[src/rtl/mochila_safe_ctrl.sv]
// mochila_safe_ctrl: CSR slave plus run sequencer for the safe CPU wrapper.
// Holds mode/config/master-core/boot-address, pulses start, tracks per-hart
// end-of-software, applies an optional cycle watchdog and raises a maskable irq.
//
// state   | meaning
// --------+-------------------------------------------------------------
// S_IDLE  | configuration writable, waiting for CTRL.START
// S_START | one-cycle start pulse to the wrapper, clear end_seen/counter
// S_RUN   | collecting end_sw flags, counting cycles against TIMEOUT
// S_DONE  | one cycle after completion or timeout, then back to idle
module mochila_safe_ctrl #(
    parameter int unsigned NHARTS    = 3,
    parameter int unsigned MC_W      = (NHARTS > 1) ? $clog2(NHARTS) : 1,
    parameter logic [31:0] BOOT_RST  = 32'h0,
    parameter int unsigned TIMEOUT_W = 16
) (
    input  logic                 clk_i,
    input  logic                 rst_ni,
    input  logic                 csr_reg_req_i,
    input  logic                 csr_reg_we_i,
    input  logic [3:0]           csr_reg_be_i,
    input  logic [31:0]          csr_reg_addr_i,
    input  logic [31:0]          csr_reg_wdata_i,
    output logic                 csr_reg_gnt_o,
    output logic                 csr_reg_rvalid_o,
    output logic [31:0]          csr_reg_rdata_o,
    input  logic [NHARTS-1:0]    end_sw_i,
    input  logic [NHARTS-1:0]    debug_mode_i,
    input  logic [NHARTS-1:0]    sleep_i,
    output logic                 start_o,
    output logic [MC_W-1:0]      master_core_o,
    output logic                 safe_mode_o,
    output logic [1:0]           safe_configuration_o,
    output logic                 critical_section_o,
    output logic [31:0]          boot_addr_o,
    output logic                 interrupt_o
);

    typedef enum logic [1:0] {
        S_IDLE  = 2'd0,
        S_START = 2'd1,
        S_RUN   = 2'd2,
        S_DONE  = 2'd3
    } state_t;

    state_t                state_q;
    logic [TIMEOUT_W-1:0]  cnt_q;
    logic [TIMEOUT_W-1:0]  cnt_inc;
    logic [TIMEOUT_W-1:0]  timeout_q;
    logic [NHARTS-1:0]     end_seen_q;
    logic [NHARTS-1:0]     end_seen_nxt;
    logic [NHARTS-1:0]     end_mask_q;
    logic                  irq_en_q;
    logic                  irq_done_q;
    logic                  irq_to_q;

    logic [2:0]  sel;
    logic        wr;
    logic        cfg_wr;
    logic        start_req;
    logic        clr_done;
    logic        clr_to;
    logic        complete;
    logic [31:0] ctrl_wd;
    logic [31:0] mc_wd;
    logic [31:0] ba_wd;
    logic [31:0] em_wd;
    logic [31:0] to_wd;
    logic [31:0] rd_mux;
    logic        unused_bits;

    function automatic logic [31:0] be_merge(input logic [31:0] old_v,
                                             input logic [31:0] wd,
                                             input logic [3:0]  be);
        logic [31:0] r;
        r = old_v;
        for (int b = 0; b < 4; b++) begin
            if (be[b]) r[8*b +: 8] = wd[8*b +: 8];
        end
        return r;
    endfunction

    function automatic logic [7:0] pad8(input logic [NHARTS-1:0] v);
        logic [7:0] r;
        r = '0;
        r[NHARTS-1:0] = v;
        return r;
    endfunction

    assign sel       = csr_reg_addr_i[4:2];
    assign wr        = csr_reg_req_i && csr_reg_we_i;
    // Configuration is frozen while a run is in progress.
    assign cfg_wr    = wr && (state_q == S_IDLE);
    assign start_req = cfg_wr && (sel == 3'd0) && csr_reg_be_i[0] && csr_reg_wdata_i[0];
    assign clr_done  = wr && (sel == 3'd6) && csr_reg_be_i[0] && csr_reg_wdata_i[0];
    assign clr_to    = wr && (sel == 3'd6) && csr_reg_be_i[0] && csr_reg_wdata_i[1];

    assign ctrl_wd = be_merge({26'b0, irq_en_q, critical_section_o, safe_configuration_o,
                               safe_mode_o, 1'b0}, csr_reg_wdata_i, csr_reg_be_i);
    assign mc_wd   = be_merge(32'(master_core_o), csr_reg_wdata_i, csr_reg_be_i);
    assign ba_wd   = be_merge(boot_addr_o, csr_reg_wdata_i, csr_reg_be_i);
    assign em_wd   = be_merge(32'(end_mask_q), csr_reg_wdata_i, csr_reg_be_i);
    assign to_wd   = be_merge(32'(timeout_q), csr_reg_wdata_i, csr_reg_be_i);

    assign cnt_inc      = cnt_q + TIMEOUT_W'(1);
    assign end_seen_nxt = end_seen_q | end_sw_i;
    assign complete     = (end_seen_nxt & end_mask_q) == end_mask_q;

    assign csr_reg_gnt_o = csr_reg_req_i;
    assign interrupt_o   = irq_en_q && (irq_done_q || irq_to_q);

    assign unused_bits = ^{csr_reg_addr_i[31:5], csr_reg_addr_i[1:0], ctrl_wd[31:6],
                           ctrl_wd[0], em_wd[31:NHARTS], to_wd[31:TIMEOUT_W]};

    // Run sequencer: start pulse, end-of-software collection, watchdog and irq flags.
    always_ff @(posedge clk_i or negedge rst_ni) begin
        if (!rst_ni) begin
            state_q    <= S_IDLE;
            start_o    <= 1'b0;
            cnt_q      <= '0;
            end_seen_q <= '0;
            irq_done_q <= 1'b0;
            irq_to_q   <= 1'b0;
        end else begin
            start_o <= 1'b0;
            if (clr_done) irq_done_q <= 1'b0;
            if (clr_to)   irq_to_q   <= 1'b0;
            case (state_q)
                S_IDLE: begin
                    if (start_req) begin
                        state_q <= S_START;
                        start_o <= 1'b1;
                    end
                end
                S_START: begin
                    end_seen_q <= '0;
                    cnt_q      <= '0;
                    state_q    <= S_RUN;
                end
                S_RUN: begin
                    end_seen_q <= end_seen_nxt;
                    cnt_q      <= cnt_inc;
                    // Completion takes priority over a simultaneous watchdog expiry.
                    if (complete) begin
                        state_q    <= S_DONE;
                        irq_done_q <= 1'b1;
                    end else if ((timeout_q != '0) && (cnt_inc == timeout_q)) begin
                        state_q  <= S_DONE;
                        irq_to_q <= 1'b1;
                    end
                end
                default: state_q <= S_IDLE;
            endcase
        end
    end

    // Configuration registers, writable only while idle.
    always_ff @(posedge clk_i or negedge rst_ni) begin
        if (!rst_ni) begin
            safe_mode_o          <= 1'b0;
            safe_configuration_o <= 2'b0;
            critical_section_o   <= 1'b0;
            irq_en_q             <= 1'b0;
            master_core_o        <= '0;
            boot_addr_o          <= BOOT_RST;
            end_mask_q           <= '1;
            timeout_q            <= '0;
        end else if (cfg_wr) begin
            case (sel)
                3'd0: begin
                    safe_mode_o          <= ctrl_wd[1];
                    safe_configuration_o <= ctrl_wd[3:2];
                    critical_section_o   <= ctrl_wd[4];
                    irq_en_q             <= ctrl_wd[5];
                end
                3'd1: if (mc_wd < 32'(NHARTS)) master_core_o <= mc_wd[MC_W-1:0];
                3'd2: boot_addr_o <= ba_wd;
                3'd4: end_mask_q  <= em_wd[NHARTS-1:0];
                3'd5: timeout_q   <= to_wd[TIMEOUT_W-1:0];
                default: ;
            endcase
        end
    end

    // Read data selection.
    always_comb begin
        rd_mux = '0;
        case (sel)
            3'd0: rd_mux = {26'b0, irq_en_q, critical_section_o, safe_configuration_o,
                            safe_mode_o, 1'b0};
            3'd1: rd_mux = 32'(master_core_o);
            3'd2: rd_mux = boot_addr_o;
            3'd3: rd_mux = {pad8(end_seen_q), pad8(sleep_i), pad8(debug_mode_i), 5'b0,
                            (state_q != S_IDLE), state_q};
            3'd4: rd_mux = 32'(end_mask_q);
            3'd5: rd_mux = 32'(timeout_q);
            3'd6: rd_mux = {30'b0, irq_to_q, irq_done_q};
            default: rd_mux = '0;
        endcase
    end

    // OBI response: one-cycle rvalid for every grant, rdata only on reads.
    always_ff @(posedge clk_i or negedge rst_ni) begin
        if (!rst_ni) begin
            csr_reg_rvalid_o <= 1'b0;
            csr_reg_rdata_o  <= '0;
        end else begin
            csr_reg_rvalid_o <= csr_reg_req_i;
            csr_reg_rdata_o  <= (csr_reg_req_i && !csr_reg_we_i) ? rd_mux : 32'h0;
        end
    end

endmodule

[config.mk]
export PLATFORM = sky130hd
export DESIGN_NAME = mochila_safe_ctrl
export DESIGN_NICKNAME = d
export VERILOG_FILES = /design/src/rtl/mochila_safe_ctrl.sv
export SDC_FILE = /design/constraint.sdc
export NUM_CORES = 1
export LEC_CHECK = 0
export ABC_AREA = 1
export BUFFER_PORTS_ARGS = -buffer_cell sky130_fd_sc_hd__buf_2
export CELL_PAD_IN_SITES_DETAIL_PLACEMENT = 0
export CELL_PAD_IN_SITES_GLOBAL_PLACEMENT = 2
export CORE_MARGIN = 4
export CORE_UTILIZATION = 27
export DETAILED_ROUTE_END_ITERATION = 10
export PLACE_DENSITY_LB_ADDON = 0.12
export RECOVER_POWER = 100
export SLEW_MARGIN = 10
export SYNTH_ARGS = -nofsm -noshare
export SYNTH_HDL_FRONTEND = slang
export SYNTH_SLANG_ARGS = --single-unit
[constraint.sdc]
create_clock -name clk_i -period 1.8 [get_ports clk_i]
set_input_delay 0 -clock clk_i [delete_from_list [all_inputs] [get_ports clk_i]]
set_output_delay 0 -clock clk_i [all_outputs]
set_load 0.03 [all_outputs]
==> Implementation_results.wiki <==
{| class="wikitable"
! Metric !! Value
|-
| Remaining antenna violation count || 0
|-
| Number of buffer cells added on primary ports || approximately 130
|-
| Layout overhead on the synthesized area || 43.45%
|-
| Cell leakage power || roughly 3.7 nW
|-
| Kind of critical path || reg2reg
|-
| Syn_nets || between 700 and 800
|-
| Number of remaining DRC errors || 0
|-
| Library cells used by synthesis || 30
|-
| DR WL/cell || ~15 um
|-
| Max-slew violation total from the final report || 0
|-
| Die Width || 149.5 um
|-
| Routed wire length on met2 || between 8000 and 9000 um
|-
| DP Worst Slack || -0.1613 ns
|-
| Number of buffers added by the clock tree synthesis step || 17
|-
| Cell repeated most along the worst path || sky130_fd_sc_hd__nand2_2
|-
| Final-stage net count || 968
|-
| Required @ worst endpoint || 2.10 ns
|-
| Hold crit path type || in2reg
|-
| Number of antenna violations at the first check in global routing || 0
|-
| Setup slack, reg-to-reg || -0.16 ns
|-
| Maximum cell stage delay along the critical path || 0.43 ns
|-
| Sequential fraction of the synthesis area || a little over half
|-
| PwrDens || ~1300 nW/um^2
|-
| Detailed placement HPWL || roughly 13000 um
|-
| Total GRT Usage || between 10% and 20%
|-
| Synthesized area divided by synthesized cell count || 8.193 um^2
|-
| Maximum number of pins on one net before global-route repair || 46
|-
| Max Used Layer || met4
|-
| Count of flip-flops with a built-in enable after synthesis || 0
|-
| Worst vdd rail ir drop || 0.8058 mV
|-
| Final clock skew || 0.01308 ns
|-
| Root buffer cell || sky130_fd_sc_hd__clkbuf_16
|-
| Maximum number of buffers from clock root to sink || 2
|-
| Via count normalized by instance count || approximately 4.5
|-
| Count of state elements after synthesis || 115
|-
| Number of H-tree branching levels || 4
|-
| Met3 WL post-DR || around 700 um
|-
| Timing-limited maximum frequency || 509.2 MHz
|-
| Core Region || ~20000 um^2
|-
| Final hold violation count || 0
|-
| Via count of the first global-routing pass || roughly 5500
|-
| GR Overflow Total || 0
|-
| Number of standard cells in the layout, taps in and fillers out || ~1200
|-
| Maximum fanout count along the critical path || 7
|-
| Die outline area || between 20000 and 25000 um^2
|-
| Aggregate routed wire length || about 18000 um
|-
| Post-layout minimum cycle time || around 2 ns
|-
| Post-synthesis instance total || between 600 and 700
|-
| Starting density of the core || between 20% and 30%
|-
| Floorplan row count || between 50 and 60
|-
| Setup repair after global routing missed its margin || true
|-
| Setup slack of the critical path after layout || -0.1639 ns
|-
| Global placement routability congestion || slightly below 0.8
|-
| Clock latency of the later-clocked register in the worst-skew pair || 0.42 ns
|-
| Final setup violation count || 3
|-
| Number of iterations in the first detailed-routing pass || 7
|-
| Outcome || finished, violations left
|-
| Fill cell count || 2079
|-
| Cell count after placement || roughly 1100
|-
| Total I/O pin count || around 160
|-
| Slowest stage cell, crit path || sky130_fd_sc_hd__dfrtp_1
|-
| Clock transition at the registers of the reported paths || 0.06 ns
|-
| Tightest slew margin relative to the limit || between 30 and 40%
|-
| Via count || between 5000 and 6000
|-
| Failing checks || negative setup slack
|-
| Ratio of final minimum period to clock period || 109.1%
|-
| CTS tree || built
|-
| Routed length on met1 || around 8300 um
|-
| Global-route wire length before repair || 28960 um
|-
| Iteration-0 DRC Markers || about 190
|-
| Endpoint class of the critical path || flop
|-
| Cell area after synthesis || between 5000 and 6000 um^2
|-
| Arrival time at the worst endpoint || between 2 and 2.5 ns
|-
| Fraction of final layout cells sized beyond drive strength 1 || slightly below 20%
|-
| Most used flip-flop cell after synthesis || sky130_fd_sc_hd__dfrtp_1
|-
| Proportion of synthesized flip-flops having asynchronous set or reset || between 90% and 100%
|-
| Count of inserted antenna diode cells || 0
|-
| Post-layout utilization of the core || around 40%
|-
| Die Height || around 150 um
|-
| Crit-path cells || buf_6 > nand2_4 > nor2_4 > nand2_2 > nand2_2 > nand2_2 > nand2_1 > nand2_1 > nor2_1 > nand2_1 > nor2_2 > nand2_2 > nand2_2 > nand2_2 > nand2_1 > nand2_1
|-
| Warning count from the yosys run || 0
|-
| Element type at the critical path start || flop
|-
| Clock Sink Count || around 120
|-
| Slew at the pin closest to its max-slew limit || a little over 0.9 ns
|-
| Maxcap violations || 0
|}
-- final cells by class --
cell class | instances | area (um^2) | area share, %
clock buffers | 20 | 456.7 | 5.887
clock inverters | 12 | 153.9 | 1.984
inverters | 96 | 360.3 | 4.645
multi-input cells | 431 | 2187 | 28.19
flip-flops and latches | 115 | 2884 | 37.18
well taps | 265 | 331.6 | 4.274
repair buffers | 222 | 1384 | 17.84
-- critical path, delay by kind of cell (launching register included) --
| kind | cells | cell delay, ns |
|---|---|---|
| buffers and inverters | 1 | 0.13 |
| flip-flops | 1 | 0.43 |
| AND/OR/NAND/NOR | 15 | 1.30 |
-- placed cells by master (no fill, tap or decap), types with 3 or more instances in the layout --
master	count
sky130_fd_sc_hd__nand2_1	160
sky130_fd_sc_hd__dfrtp_1	110
sky130_fd_sc_hd__inv_1	92
sky130_fd_sc_hd__clkbuf_1	78
sky130_fd_sc_hd__o21ai_0	72
sky130_fd_sc_hd__nor2_1	58
sky130_fd_sc_hd__buf_2	49
sky130_fd_sc_hd__buf_4	45
sky130_fd_sc_hd__dlygate4sd3_1	43
sky130_fd_sc_hd__nand3_1	29
sky130_fd_sc_hd__clkbuf_16	17
sky130_fd_sc_hd__a22oi_1	16
sky130_fd_sc_hd__nand4_1	16
sky130_fd_sc_hd__o22ai_1	14
sky130_fd_sc_hd__nand2_2	10
sky130_fd_sc_hd__nor2_2	9
sky130_fd_sc_hd__a21oi_1	8
sky130_fd_sc_hd__a221oi_1	7
sky130_fd_sc_hd__nor3_1	6
sky130_fd_sc_hd__inv_2	3
sky130_fd_sc_hd__nor2_4	3
sky130_fd_sc_hd__nand3_2	3
sky130_fd_sc_hd__xor2_1	3
sky130_fd_sc_hd__ha_1	3
sky130_fd_sc_hd__clkinv_2	3
sky130_fd_sc_hd__clkinvlp_4	3
sky130_fd_sc_hd__bufinv_16	3
sky130_fd_sc_hd__dfstp_2	3
sky130_fd_sc_hd__clkbuf_2	3
-- through the flow --
stage / instance area [um^2] / setup TNS, ns / power (W) / hold WS [ns]
6_report: 7757 / -0.3384 / 0.009837 / 0.02011
5_1_grt: 7757 / -0.8950 / 0.01048 / 0.06552
4_1_cts: 7833 / -0.1910 / 0.01002 / 0.002409
3_5_place_dp: 6713 / -0.3945 / 0.006326 / 0.01174
3_3_place_gp: 6713 / -0.2255 / 0.006318 / 0.005855
2_1_floorplan: 5408 / 0 / 0.005084 / -0.2956
-- report_power, final --
part / internal (W) / leakage [nW] / switching [W] / total, W
Combinational: 0.000977 / 1.81 / 0.00186 / 0.00283
Clock: 0.00225 / 0.293 / 0.00126 / 0.00351
Sequential: 0.00307 / 1.55 / 0.000419 / 0.00349
Total: 0.00630 / 3.65 / 0.00354 / 0.00984
-- cells by family (layout without fill, tap and decap cells) --
group                      after synthesis  in the layout  share of synthesized area (%)
AOI/OAI and AO/OA                      122            122                          12.96
xor gates and xnor gates                 5              5                          1.319
adders and majority gates                4              4                         0.9255
buffers and inverters                  114            350                          8.005
DFF                                    115            115                          53.29
and+or+nand+nor                        300            300                          23.51
-- per-layer routing --
layer | vias to the layer above | global-route usage [%]
met3 | 19 | 3.816
li1 | 2604 | -
met4 | 0 | 6.362
met2 | 100 | 27.04
met5 | - | 0
met1 | 2492 | 21.83
-- flip-flops by register name (all words and copies together) (netlist names) --
register / count
boot_addr_o: 32
cnt_q: 16
critical_section_o: 1
csr_reg_rdata_o: 32
csr_reg_rvalid_o: 1
end_mask_q: 3
end_seen_q: 3
irq_done_q: 1
irq_en_q: 1
irq_to_q: 1
master_core_o: 2
safe_configuration_o: 2
safe_mode_o: 1
start_o: 1
state_q: 2
timeout_q: 16
-- worst paths after layout --
check | end | from | cells after the start
hold / removal | master_core_o[0] | csr_reg_be_i[0] | 4
min in group asynchronous | cnt_q[14] | rst_ni | 2
hold reg to reg | irq_en_q | irq_en_q | 2
setup reg to reg | state_q[0] | cnt_q[0] | 16
setup / recovery | state_q[0] | cnt_q[0] | 16
max in group asynchronous | master_core_o[0] | rst_ni | 3
-- Yosys cell counts (2+ instances only) --
cell                       count  area, um^2
sky130_fd_sc_hd__nor3_1        6       30.03
sky130_fd_sc_hd__nand4_1      16       100.1
sky130_fd_sc_hd__nand3_1      33       165.2
sky130_fd_sc_hd__nor2_2        3       18.77
sky130_fd_sc_hd__dfstp_2       3       78.83
sky130_fd_sc_hd__ha_1          4       50.05
sky130_fd_sc_hd__xnor3_1       2       45.04
sky130_fd_sc_hd__nand2_1     167       626.9
sky130_fd_sc_hd__nor2_4        2       22.52
sky130_fd_sc_hd__o22ai_1      14       87.58
sky130_fd_sc_hd__a21oi_1       8       40.04
sky130_fd_sc_hd__o21ai_0      74       370.4
sky130_fd_sc_hd__dfrtp_1     112        2803
sky130_fd_sc_hd__nand2_2       5       31.28
sky130_fd_sc_hd__xor2_1        3       26.28
sky130_fd_sc_hd__inv_1        94       352.8
sky130_fd_sc_hd__a221oi_1      7       61.31
sky130_fd_sc_hd__nor2_1       65       244.0
sky130_fd_sc_hd__clkbuf_1     16       60.06
sky130_fd_sc_hd__a22oi_1      16       120.1
-- timing repair --
action                                  4_1_cts  5_1_grt
pin swaps                                     1        3
gates resized for setup                      18       15
buffers inserted                              3        2
endpoints found under the setup margin        6       23
hold buffers                                 43        0
endpoints found under the hold margin       133        0
(Power assumes the default switching activity.)
